### src/rtl/instr_fetch_unit_if.sv
// Instruction-memory read port: one request pulse per fetch, one rvalid pulse per request.
interface instr_fetch_unit_if #(
    parameter int ADDR_WIDTH = 32
);
    logic                  imem_req;
    logic [ADDR_WIDTH-1:0] imem_addr;
    logic                  imem_rvalid;
    logic [31:0]           imem_rdata;

    modport master (
        output imem_req,
        output imem_addr,
        input  imem_rvalid,
        input  imem_rdata
    );

    modport slave (
        input  imem_req,
        input  imem_addr,
        output imem_rvalid,
        output imem_rdata
    );
endinterface

### src/rtl/instr_fetch_unit.sv
// Fetch stage: holds the PC, issues one instruction-memory read at a time and
// presents the returned word split into decode fields, with stall and redirect.
module instr_fetch_unit #(
    parameter int                    WIDTH_OP   = 7,
    parameter int                    ADDR_WIDTH = 32,
    parameter logic [ADDR_WIDTH-1:0] RESET_PC   = '0
) (
    input  logic                  clk,
    input  logic                  reset_n,
    instr_fetch_unit_if.master    imem,
    input  logic                  stall,
    input  logic                  redirect_en,
    input  logic [ADDR_WIDTH-1:0] redirect_pc,
    output logic                  inst_valid,
    output logic [ADDR_WIDTH-1:0] inst_pc,
    output logic [WIDTH_OP-1:0]   opcode,
    output logic [4:0]            rd,
    output logic [2:0]            func3,
    output logic [4:0]            rs1,
    output logic [4:0]            rs2,
    output logic [WIDTH_OP-1:0]   func7,
    output logic [19:0]           immidiate_data
);

    typedef enum logic [2:0] {
        S_IDLE,
        S_REQ,
        S_WAIT,
        S_HOLD,
        S_DRAIN
    } state_t;

    state_t                state_q, state_d;
    logic [ADDR_WIDTH-1:0] pc_q, pc_d;
    logic [31:0]           ir_q, ir_d;
    logic [ADDR_WIDTH-1:0] inst_pc_q, inst_pc_d;
    logic                  inst_valid_q, inst_valid_d;
    logic                  imem_req_q, imem_req_d;
    logic [ADDR_WIDTH-1:0] redirect_tgt;

    // Low two bits of the redirect target are dropped to keep fetches word-aligned.
    assign redirect_tgt = redirect_pc & ~ADDR_WIDTH'(3);

    always_comb begin
        state_d      = state_q;
        pc_d         = pc_q;
        ir_d         = ir_q;
        inst_pc_d    = inst_pc_q;
        inst_valid_d = inst_valid_q;

        if (redirect_en) begin
            // Redirect wins over stall and rvalid; any in-flight read must be drained.
            pc_d         = redirect_tgt;
            inst_valid_d = 1'b0;
            case (state_q)
                S_REQ:   state_d = S_DRAIN;
                S_WAIT:  state_d = imem.imem_rvalid ? S_REQ : S_DRAIN;
                S_DRAIN: state_d = S_DRAIN;
                default: state_d = S_REQ;
            endcase
        end else begin
            case (state_q)
                S_IDLE: state_d = S_REQ;
                S_REQ:  state_d = S_WAIT;
                S_WAIT: begin
                    if (imem.imem_rvalid) begin
                        ir_d         = imem.imem_rdata;
                        inst_pc_d    = pc_q;
                        pc_d         = pc_q + ADDR_WIDTH'(4);
                        inst_valid_d = 1'b1;
                        state_d      = S_HOLD;
                    end
                end
                S_HOLD: begin
                    if (!stall) begin
                        inst_valid_d = 1'b0;
                        state_d      = S_REQ;
                    end
                end
                S_DRAIN: begin
                    if (imem.imem_rvalid) state_d = S_REQ;
                end
                default: state_d = S_IDLE;
            endcase
        end

        imem_req_d = (state_d == S_REQ);
    end

    always_ff @(posedge clk or negedge reset_n) begin
        if (!reset_n) begin
            state_q      <= S_IDLE;
            pc_q         <= RESET_PC;
            ir_q         <= '0;
            inst_pc_q    <= '0;
            inst_valid_q <= 1'b0;
            imem_req_q   <= 1'b0;
        end else begin
            state_q      <= state_d;
            pc_q         <= pc_d;
            ir_q         <= ir_d;
            inst_pc_q    <= inst_pc_d;
            inst_valid_q <= inst_valid_d;
            imem_req_q   <= imem_req_d;
        end
    end

    // pc only moves on capture or redirect, so it still names the issued word while req is high.
    assign imem.imem_req  = imem_req_q;
    assign imem.imem_addr = pc_q;

    assign inst_valid     = inst_valid_q;
    assign inst_pc        = inst_pc_q;
    assign opcode         = ir_q[WIDTH_OP-1:0];
    assign rd             = ir_q[11:7];
    assign func3          = ir_q[14:12];
    assign rs1            = ir_q[19:15];
    assign rs2            = ir_q[24:20];
    assign func7          = ir_q[31 -: WIDTH_OP];
    assign immidiate_data = ir_q[31:12];

endmodule

### src/flat_wrapper.sv
// flat-port wrapper written by rule: the top's interface ports become plain ports
module instr_fetch_unit_flat 
#(
    parameter int                    WIDTH_OP   = 7,
    parameter int                    ADDR_WIDTH = 32,
    parameter logic [ADDR_WIDTH-1:0] RESET_PC   = '0
)
  (clk, reset_n, stall, redirect_en, redirect_pc, inst_valid, inst_pc, opcode, rd, func3, rs1, rs2, func7, immidiate_data, imem_imem_req, imem_imem_addr, imem_imem_rvalid, imem_imem_rdata);
  instr_fetch_unit_if #(.ADDR_WIDTH(ADDR_WIDTH)) imem_i ();
  input  logic clk;
  input  logic reset_n;
  input  logic stall;
  input  logic redirect_en;
  input  logic [ADDR_WIDTH-1:0] redirect_pc;
  output logic inst_valid;
  output logic [ADDR_WIDTH-1:0] inst_pc;
  output logic [WIDTH_OP-1:0] opcode;
  output logic [4:0] rd;
  output logic [2:0] func3;
  output logic [4:0] rs1;
  output logic [4:0] rs2;
  output logic [WIDTH_OP-1:0] func7;
  output logic [19:0] immidiate_data;
  output wire logic [$bits(imem_i.imem_req)-1:0] imem_imem_req;
  output wire logic [$bits(imem_i.imem_addr)-1:0] imem_imem_addr;
  input wire logic [$bits(imem_i.imem_rvalid)-1:0] imem_imem_rvalid;
  input wire logic [$bits(imem_i.imem_rdata)-1:0] imem_imem_rdata;
  assign imem_imem_req = imem_i.imem_req;
  assign imem_imem_addr = imem_i.imem_addr;
  assign imem_i.imem_rvalid = imem_imem_rvalid;
  assign imem_i.imem_rdata = imem_imem_rdata;
  instr_fetch_unit #(.WIDTH_OP(WIDTH_OP), .ADDR_WIDTH(ADDR_WIDTH), .RESET_PC(RESET_PC)) u_core (.clk(clk), .reset_n(reset_n), .imem(imem_i), .stall(stall), .redirect_en(redirect_en), .redirect_pc(redirect_pc), .inst_valid(inst_valid), .inst_pc(inst_pc), .opcode(opcode), .rd(rd), .func3(func3), .rs1(rs1), .rs2(rs2), .func7(func7), .immidiate_data(immidiate_data));
endmodule
### config.mk
export PLATFORM = sky130hd
export DESIGN_NAME = instr_fetch_unit_flat
export DESIGN_NICKNAME = d
export VERILOG_FILES = /design/src/rtl/instr_fetch_unit_if.sv /design/src/rtl/instr_fetch_unit.sv /design/src/flat_wrapper.sv
export SDC_FILE = /design/constraint.sdc
export NUM_CORES = 1
export LEC_CHECK = 0
export CAP_MARGIN = 40
export CORE_MARGIN = 2
export CORE_UTILIZATION = 47
export CTS_CLUSTER_SIZE = 10
export DETAILED_ROUTE_END_ITERATION = 12
export HOLD_SLACK_MARGIN = 0.05
export PLACE_DENSITY = 0.93
export SLEW_MARGIN = 20
export SYNTH_ARGS = -nofsm -noshare
export SYNTH_HDL_FRONTEND = slang
export SYNTH_SLANG_ARGS = --single-unit
export TNS_END_PERCENT = 30
### constraint.sdc
create_clock -name clk -period 6.2 [get_ports clk]
set_input_delay 1.24 -clock clk [delete_from_list [all_inputs] [get_ports clk]]
set_output_delay 1.24 -clock clk [all_outputs]
set_load 0.005 [all_outputs]
## Yosys cells after proc, flatten, opt, wreduce, memory -nomap -nowiden

Cells that the tools add are included.

| word-level totals | value |
|---|---|
| bits in registers | 101 |
| input port bits | 69 |
| output and inout port bits | 118 |

| operators by class | value |
|---|---|
| add/sub/neg operators | 1 |
| eq/ne operators | 7 |
| mux-type cells | 14 |
| bitwise operators | 1 |
| reductions and logical operators | 8 |

Operator list:

| operator | count |
|---|---|
| 2-to-1 mux 32 bit | 3 |
| adder 32 x 3 -> 32 bit (second input constant) | 1 |
| 2-to-1 mux 3 bit | 5 |
| case mux 3 bit (5 select lines) | 1 |
| == test 3 x 1 -> 1 bit (second input constant) | 2 |
| == test 3 x 2 -> 1 bit (second input constant) | 2 |
| != test 3 bit (second input constant) | 2 |
| case mux 3 bit (2 select lines) | 1 |
| AND reduction 3 bit | 2 |
| nonzero test 2 bit | 2 |
| == test 3 bit (second input constant) | 1 |
| zero test 3 bit | 1 |
| 2-to-1 mux 1 bit | 3 |
| nonzero test 3 bit | 1 |
| case mux 1 bit (2 select lines) | 1 |
| AND reduction 2 bit | 1 |
| OR reduction 2 bit | 1 |
| inverter 1 bit | 1 |

## Logic depth before layout (Yosys ltp)

Gate-level depths: netlist of the first run.

| logic depth | value |
|---|---|
| depth after elaboration | 5 |
| gate-level depth with buffers | 6 |
| mapped depth without buffers | 5 |

## Worst setup path after synthesis of the first run

OpenSTA, ideal clock, no wires.

| path | value |
|---|---|
| kind | input to register |
| start | input port imem_imem_rvalid |
| end | register u_core.pc_q[27], in the netlist u_core.imem.imem_addr[27] |
| arrival | 2.649 ns |
| slack | 3.469 ns |
| stages | 5 |
| cells stage by stage | nand4bb_1 -> or4_1 -> buf_2 -> or4_1 -> a31oi_1 |

| on the way | value |
|---|---|
| cells in the longest elaborated chain, start to end | 2 |

RTL lines:

| what | line | text |
|---|---|---|
| from (decl) | flat_wrapper.sv:26 | `input wire logic [$bits(imem_i.imem_rvalid)-1:0] imem_imem_rvalid;` |
| nonzero test 2 bit (no source line) | - |  |
| AND reduction 2 bit (no source line) | - |  |
| to (signal assigned) | instr_fetch_unit.sv:100 | `pc_q <= pc_d;` |
| to (decl) | instr_fetch_unit.sv:34 | `logic [ADDR_WIDTH-1:0] pc_q, pc_d;` |

Every way passes these cells.
A chain may end at the register's enable or synchronous reset.

## Worst setup path in the final report of the first run

Ends and elaborated chain as after synthesis.

==> flow_metrics.py, run 1 <==
metrics = {
    "synthesis": {
        "yosysSeqAreaShare_pct": 53.61,
        "postSynthCellCount": 395,
        "synth_top_family_by_area": "multiplexers",
        "ys_types": 45,
        "syn_area_per_cell_um2": 11.46,
        "synth_largest_area_cell": "dfrtp_1",
        "ys_async_sr_fraction_pct": 100.0,
        "yosysTopAreaCellShare_pct": 53.61,
        "ys.flop_type": "dfrtp_1",
        "synthMuxAreaShare_pct": 15.64,
        "synth-compound-area-share_pct": 8.041,
        "synth_common_cells": "dfrtp_1 (97), mux2_2 (62), nand2_1 (26), buf_4 (24), o21ai_0 (21)",
        "synth_xor_area_share_pct": 2.128,
        "synthSimpleGateAreaFrac_pct": 13.73,
        "netlist_top_cells_area": "dfrtp_1 (54%), mux2_2 (15%), buf_4 (4.0%)",
        "ys_ff_latch": 97,
        "synth-edff-count": 0,
        "synthAdderAreaFrac_pct": 0.2763,
        "yosysMostFrequentCell": "dfrtp_1",
        "yosys_warnings": 0,
        "netlist_area_um2": 4528,
    },
    "routing": {
        "vias": 3723,
        "drt-total-wl_um": 11770,
        "drt_iter0_drc": 159,
        "wire_per_inst_um": 17.26,
        "ant_nets": 0,
        "drt_pass1_iterations": 5,
        "drc": 0,
        "viasPerCell": 5.459,
    },
    "clocking": {
        "root_buffer": "clkbuf_8",
        "cts_hold_buffers": 0,
        "numCtsBuffers": 9,
        "h-tree-depth": 3,
        "post_cts_buffers": 0,
        "cts_tree": "built",
        "clk_latency_ns": 0.35,
        "clkSlewWorstSetupHoldPaths_ns": 0.09,
        "clk_path_buf_depth": 2,
        "cts-resized-gates": 0,
        "numClockSinks": 97,
    },
    "power": {
        "power.density_nw_per_um2": 366.2,
        "p_leak_nw": 2.637,
        "vdd_ir_drop_max_mv": 0.2361,
    },
    "worst_setup_path": {
        "reg2reg_to": "u_core.imem.imem_addr[27]",
        "cp-start-kind": "input pin",
        "worstReg2RegStart": "u_core.state_q[2]",
        "critPathMaxFanout": 18,
        "path_class": "in -> reg",
        "reg2reg_depth": 4,
        "worstSetupEndpointType": "flip-flop",
        "crit_chain": "clkdlybuf4s50_1, nand4bb_1, or4_1, or4_1, a31oi_1",
        "cp-endpoint": "u_core.imem.imem_addr[27]",
        "worstPathRequired_ns": 6.48,
        "critPathLaunch": "imem_imem_rvalid",
        "cp_slowest_cell": "or4_1",
        "cpPeakStageDelay_ns": 0.95,
        "path_common_cell": "or4_1",
        "setup.reg_to_reg.worst_slack_ns": 3.37,
        "cp.arrival_ns": 3.98,
    },
    "sta": {
        "drv_slew": 0,
        "setup_viol": 0,
        "fin_crit_ns": 3.698,
        "hold_violations": 0,
        "slew_headroom_pct": 41.05,
        "post-route-period-util_pct": 59.64,
        "fin_skew_ns": 0.01129,
        "holdWs_ns": 0.5106,
        "fmax_ghz": 0.2704,
        "tightest_slew_ns": 0.8723,
        "rsz0062_at_grt": "false",
        "setup_tns_ns": 0,
    },
    "finish": {
        "num_antenna_cells": 0,
        "utilization_pct": 70.27,
        "drive_gt1_share_pct": 15.73,
        "fin_area_um2": 6524,
        "multiInputGateArea_um2": 1826,
        "final_nets": 619,
        "nFillCells": 684,
        "seqCellArea_um2": 2427,
        "fin_cells": 682,
        "area_delta_synth_final_pct": 44.07,
    },
    "flow_run": {
        "cap_violations": 0,
    },
    "place": {
        "gp_congestion": 0.7853,
        "dp_cells": 666,
        "hpwl_um": 8481,
        "dpl_cell_area_um2": 6309,
        "portBuffers": 180,
    },
    "grt": {
        "grt_overflow": 0,
        "antenna_found_initial": 0,
        "grt_start_max_net_pins": 54,
        "grtUsageTotal_pct": 22.61,
        "grt_pass1_vias": 3581,
        "grt_pass1_wl_um": 18350,
    },
    "die": {
        "row_count": 35,
        "fp.dieH_um": 102.2,
        "io_pins": 187,
        "core_area_um2": 9284,
        "die_w_um": 102.2,
        "die-area_um2": 10440,
        "initial_core_util_pct": 48.77,
    },
    "worst_hold_path": {
        "hold_path_class": "reg -> reg",
    },
    "status": {
        "outcome": "completed",
    },
}
==> layer usage <==
metal	GRT usage, %	vias up	wire [µm]
li1	-	1713	-
met1	29.91	1809	4707
met2	37.04	181	5946
met3	5.335	20	933
met4	7.282	0	181
met5	0	-	0
==> cells by family after synthesis <==
kind of cell | count (synthesis)
AOI/OAI and AO/OA | 55
xor gates and xnor gates | 11
adders and majority gates | 1
buffers and inverters | 54
DFF | 97
muxes | 63
other | 1
and+or+nand+nor | 113
==> critical path, delay by kind of cell <==
family | cells | cell delay, ns
compound gates | 1 | 0.18
buf+inv | 1 | 0.54
simple gates | 3 | 2.01
==> where the power goes <==
| group | switching (mW) | internal, mW |
|---|---|---|
| sequential | 0.165 | 0.850 |
| clock | 0.222 | 0.197 |
| combinational | 0.282 | 0.673 |
==> layout make-up <==
cell class                      instances  share of cell area (%)
Clock buffer                           11                   2.167
Clock inverter                          4                  0.8247
Inverter                                8                  0.4603
Multi-Input combinational cell        247                   27.98
Sequential cell                        97                   37.21
Tap cell                              129                   2.474
Timing Repair Buffer                  186                   28.88
==> registers in the layout, indices dropped and copies added (netlist names) <==
name	cells
u_core.inst_pc	30
u_core.state_q	3
u_core.imem.imem_req	1
u_core.ir_q	32
u_core.inst_valid	1
u_core.imem.imem_addr	30
==> placed cells by master (no fill, tap or decap), types with 3 or more instances in the layout <==
master | netlist | routed
mux2_2 | 62 | 62
nor2b_1 | 3 | 3
o31ai_1 | 6 | 6
and2_1 | 3 | 3
nor3_1 | 5 | 5
nand4_1 | 11 | 11
nor2_1 | 16 | 15
o21ai_0 | 21 | 21
nand2_1 | 26 | 26
buf_4 | 24 | 4
inv_1 | 8 | 8
conb_1 | 1 | 4
nand3_1 | 15 | 15
clkbuf_8 | 0 | 10
dfrtp_1 | 97 | 97
a211o_1 | 3 | 3
a31oi_1 | 9 | 9
clkdlybuf4s50_1 | 0 | 178
and3_1 | 3 | 3
xnor2_1 | 9 | 9
nor4_1 | 10 | 10
or4_1 | 10 | 10
==> metrics by stage <==
stage,setup WS (ns),power (mW)
final,2.502,2.389
after global routing,2.388,2.523
after CTS,2.537,2.410
after floorplan,3.469,1.384
after global placement,2.017,1.932
after detailed placement,2.150,1.993
==> how the worst min path moves through the flow <==
stage                  startpoint                  to  depth (start not counted)
2_1_floorplan  u_core.inst_pc[10]  u_core.inst_pc[10]                          1
3_3_place_gp       u_core.ir_q[4]      u_core.ir_q[4]                          1
3_5_place_dp    u_core.inst_pc[6]   u_core.inst_pc[6]                          1
4_1_cts        u_core.inst_pc[24]  u_core.inst_pc[24]                          1
5_1_grt        u_core.inst_pc[23]  u_core.inst_pc[23]                          1
6_report       u_core.inst_pc[23]  u_core.inst_pc[23]                          1
Power figures use the tool's default switching activity.
==> inputs of run 2 (changes only) <==
- CORE_UTILIZATION: 47 -> 39
- PLACE_DENSITY: 0.93 -> 0.83
- clock period: 6.2 -> 3.1 ns (I/O delays scaled with it)
==> run 2 against run 1 <==
Compared with the run above:
- core utilization is 12 points lower
- global-route usage is 2.8 points lower
- sequential power is 100% higher
- first-iteration DRC count is 8.8% higher
- critical path depth stayed put
- flip-flop and latch count stayed put
- register-to-register slack worse by 2.7 ns
- sequential share of layout area is 0.77 points lower
- count of clock-buffer cells in the layout is 1 higher
- power is 110% higher
- cell area is 2.1% higher
==> flow_metrics.py, run 2 (same netlist as run 1, synthesis figures left out) <==
metrics = {
    "worst_setup_path": {
        "cp-start-kind": "input pin",
        "setup.reg_to_reg.worst_slack_ns": 0.65,
        "path_class": "in -> reg",
        "cp_num_cells": 5,
        "cp-endpoint": "u_core.imem.imem_addr[25]",
        "reg2reg_to": "u_core.imem.imem_addr[25]",
        "critPathLaunch": "imem_imem_rvalid",
        "cp_top_family": "simple AND/OR/NAND/NOR gates",
        "worstPathRequired_ns": 3.36,
        "cp.arrival_ns": 2.91,
        "crit_chain": "clkdlybuf4s50_1, nand4bb_1, or4_1, or4_1, a31oi_1",
        "cpPeakStageDelay_ns": 0.83,
        "worst-path-buf-inv": 1,
        "critPathMaxFanout": 18,
        "worstReg2RegStart": "u_core.imem.imem_addr[4]",
        "worstSetupEndpointType": "flip-flop",
        "reg2reg_depth": 4,
        "cp_slowest_cell": "or4_1",
        "path_common_cell": "or4_1",
    },
    "power": {
        "p_int_mw": 3.722,
        "vdd_ir_drop_max_mv": 0.4232,
        "switching_power_mw": 1.348,
        "p_clk_share_pct": 22.4,
        "comb_power_share_pct": 37.4,
        "seqPwrFrac_pct": 40.2,
        "p_leak_nw": 2.712,
        "power.density_nw_per_um2": 761.0,
        "p_sw_share_pct": 26.59,
    },
    "sta": {
        "rsz0062_at_grt": "false",
        "hold_violations": 0,
        "fmax_ghz": 0.3778,
        "tightest_slew_ns": 0.7482,
        "drv_slew": 0,
        "fin_crit_ns": 2.647,
        "post-route-period-util_pct": 85.38,
        "slew_headroom_pct": 50.07,
        "setup_tns_ns": 0,
        "fin_skew_ns": 0.009904,
        "setup_viol": 0,
    },
    "grt": {
        "grt_overflow": 0,
        "grtUsageTotal_pct": 19.80,
        "grt_pass1_vias": 3767,
        "grt_start_max_net_pins": 61,
        "antenna_found_initial": 0,
        "grt_pass1_wl_um": 19690,
    },
    "finish": {
        "num_antenna_cells": 0,
        "drive_gt1_share_pct": 16.49,
        "final_nets": 623,
        "fin_cells": 701,
        "nFillCells": 940,
        "largest-register": "u_core.ir_q",
        "layout_commonest_cell": "clkdlybuf4s50_1",
        "multiInputGateArea_um2": 1826,
        "largest_register_ffs": 32,
        "area_delta_synth_final_pct": 47.11,
        "final_cell_mix": "clkdlybuf4s50_1 (178), dfrtp_1 (97), mux2_2 (62)",
        "seqCellArea_um2": 2427,
    },
    "routing": {
        "drt_pass1_iterations": 4,
        "drt-total-wl_um": 12070,
        "ant_nets": 0,
        "wire_per_inst_um": 17.21,
        "vias": 3694,
        "drc": 0,
        "viasPerCell": 5.270,
        "drt_iter0_drc": 173,
    },
    "clocking": {
        "cts-resized-gates": 0,
        "h-tree-depth": 3,
        "cts_hold_buffers": 0,
        "clk_path_buf_depth": 2,
        "root_buffer": "clkbuf_16",
        "post_cts_buffers": 0,
        "numClockSinks": 97,
        "cts_tree": "built",
        "clkSlewWorstSetupHoldPaths_ns": 0.07,
        "clk_latency_ns": 0.34,
        "numCtsBuffers": 9,
    },
    "die": {
        "fp.dieH_um": 111.8,
        "die-area_um2": 12490,
        "initial_core_util_pct": 39.83,
        "row_count": 39,
        "die_w_um": 111.8,
        "io_pins": 187,
        "core_area_um2": 11370,
    },
    "place": {
        "hpwl_um": 8905,
        "portBuffers": 180,
        "dp_cells": 684,
        "gp_congestion": 0.8692,
    },
    "worst_hold_path": {
        "hold_path_class": "in -> async",
    },
    "flow_run": {
        "cap_violations": 0,
    },
    "status": {
        "outcome": "completed",
    },
}
## run 2: changes by cell type in the layout (fill, tap and decap cells not counted), sizes merged
| cell | before | now |
|---|---|---|
| clkinv | 1 | 2 |
| buf | 8 | 12 |
| clkbuf | 11 | 12 |
| inv | 8 | 9 |
| clkinvlp | 2 | 0 |
## run 2: through the flow
stage | power (mW) | area, µm² | setup slack (ns) | hold slack, ns | util (%)
after floorplan | 2.768 | 4539 | 0.9893 | 0.3244 | -
after global placement | 3.895 | 6336 | 0.2117 | 0.4877 | 55.73
after detailed placement | 3.977 | 6336 | 0.1325 | 0.4951 | 55.73
after CTS | 5.132 | 6641 | 0.4542 | 0.3960 | 58.41
after global routing | 5.367 | 6661 | 0.3351 | 0.1546 | 58.59
final | 5.070 | 6661 | 0.4533 | 0.1489 | 58.59
## run 2: power by group through the flow
| stage | sequential, mW | combinational [mW] | clock (mW) |
|---|---|---|---|
| after floorplan | 2.04 | 0.732 | 0 |
| after global placement | 2.03 | 1.87 | 0 |
| after detailed placement | 2.07 | 1.91 | 0 |
| after CTS | 2.05 | 1.92 | 1.16 |
| after global routing | 2.11 | 2.04 | 1.22 |
| final | 2.04 | 1.89 | 1.14 |
## run 2: metal layers
metal	global-route usage [%]	wire (µm)	vias to the layer above
met3	6.042	1028	11
met5	0	0	-
met1	25.04	5136	1785
met4	6.173	142	0
li1	-	-	1727
met2	32.77	5759	171
## run 2: cell type report
class                      count  share of cell area (%)
sequential                    97                   36.44
timing repair buffer         190                   28.44
multi-input combinational    247                   27.40
clock buffer                  12                   3.850
tap                          143                   2.686
clock inverter                 4                  0.7325
inverter                       8                  0.4508
## run 2: worst register-to-register path: cells and delay by family (launching register included)
kind | cells | cell delay [ns]
simple gates | 3 | 1.69
flops | 1 | 0.49
compound gates | 1 | 0.18
## run 2: worst min path at each step
| stage | end | cells after the start | slack, ns | startpoint |
|---|---|---|---|---|
| global placement | u_core.ir_q[7] | 1 | 0.49 | u_core.ir_q[7] |
| detailed placement | u_core.ir_q[2] | 1 | 0.50 | u_core.ir_q[2] |
| global route | u_core.imem.imem_addr[11] | 1 | 0.15 | reset_n |
| floorplan | u_core.imem.imem_addr[10] | 0 | 0.32 | reset_n |
| finish | u_core.imem.imem_addr[11] | 1 | 0.15 | reset_n |
| CTS | u_core.inst_pc[4] | 1 | 0.40 | reset_n |
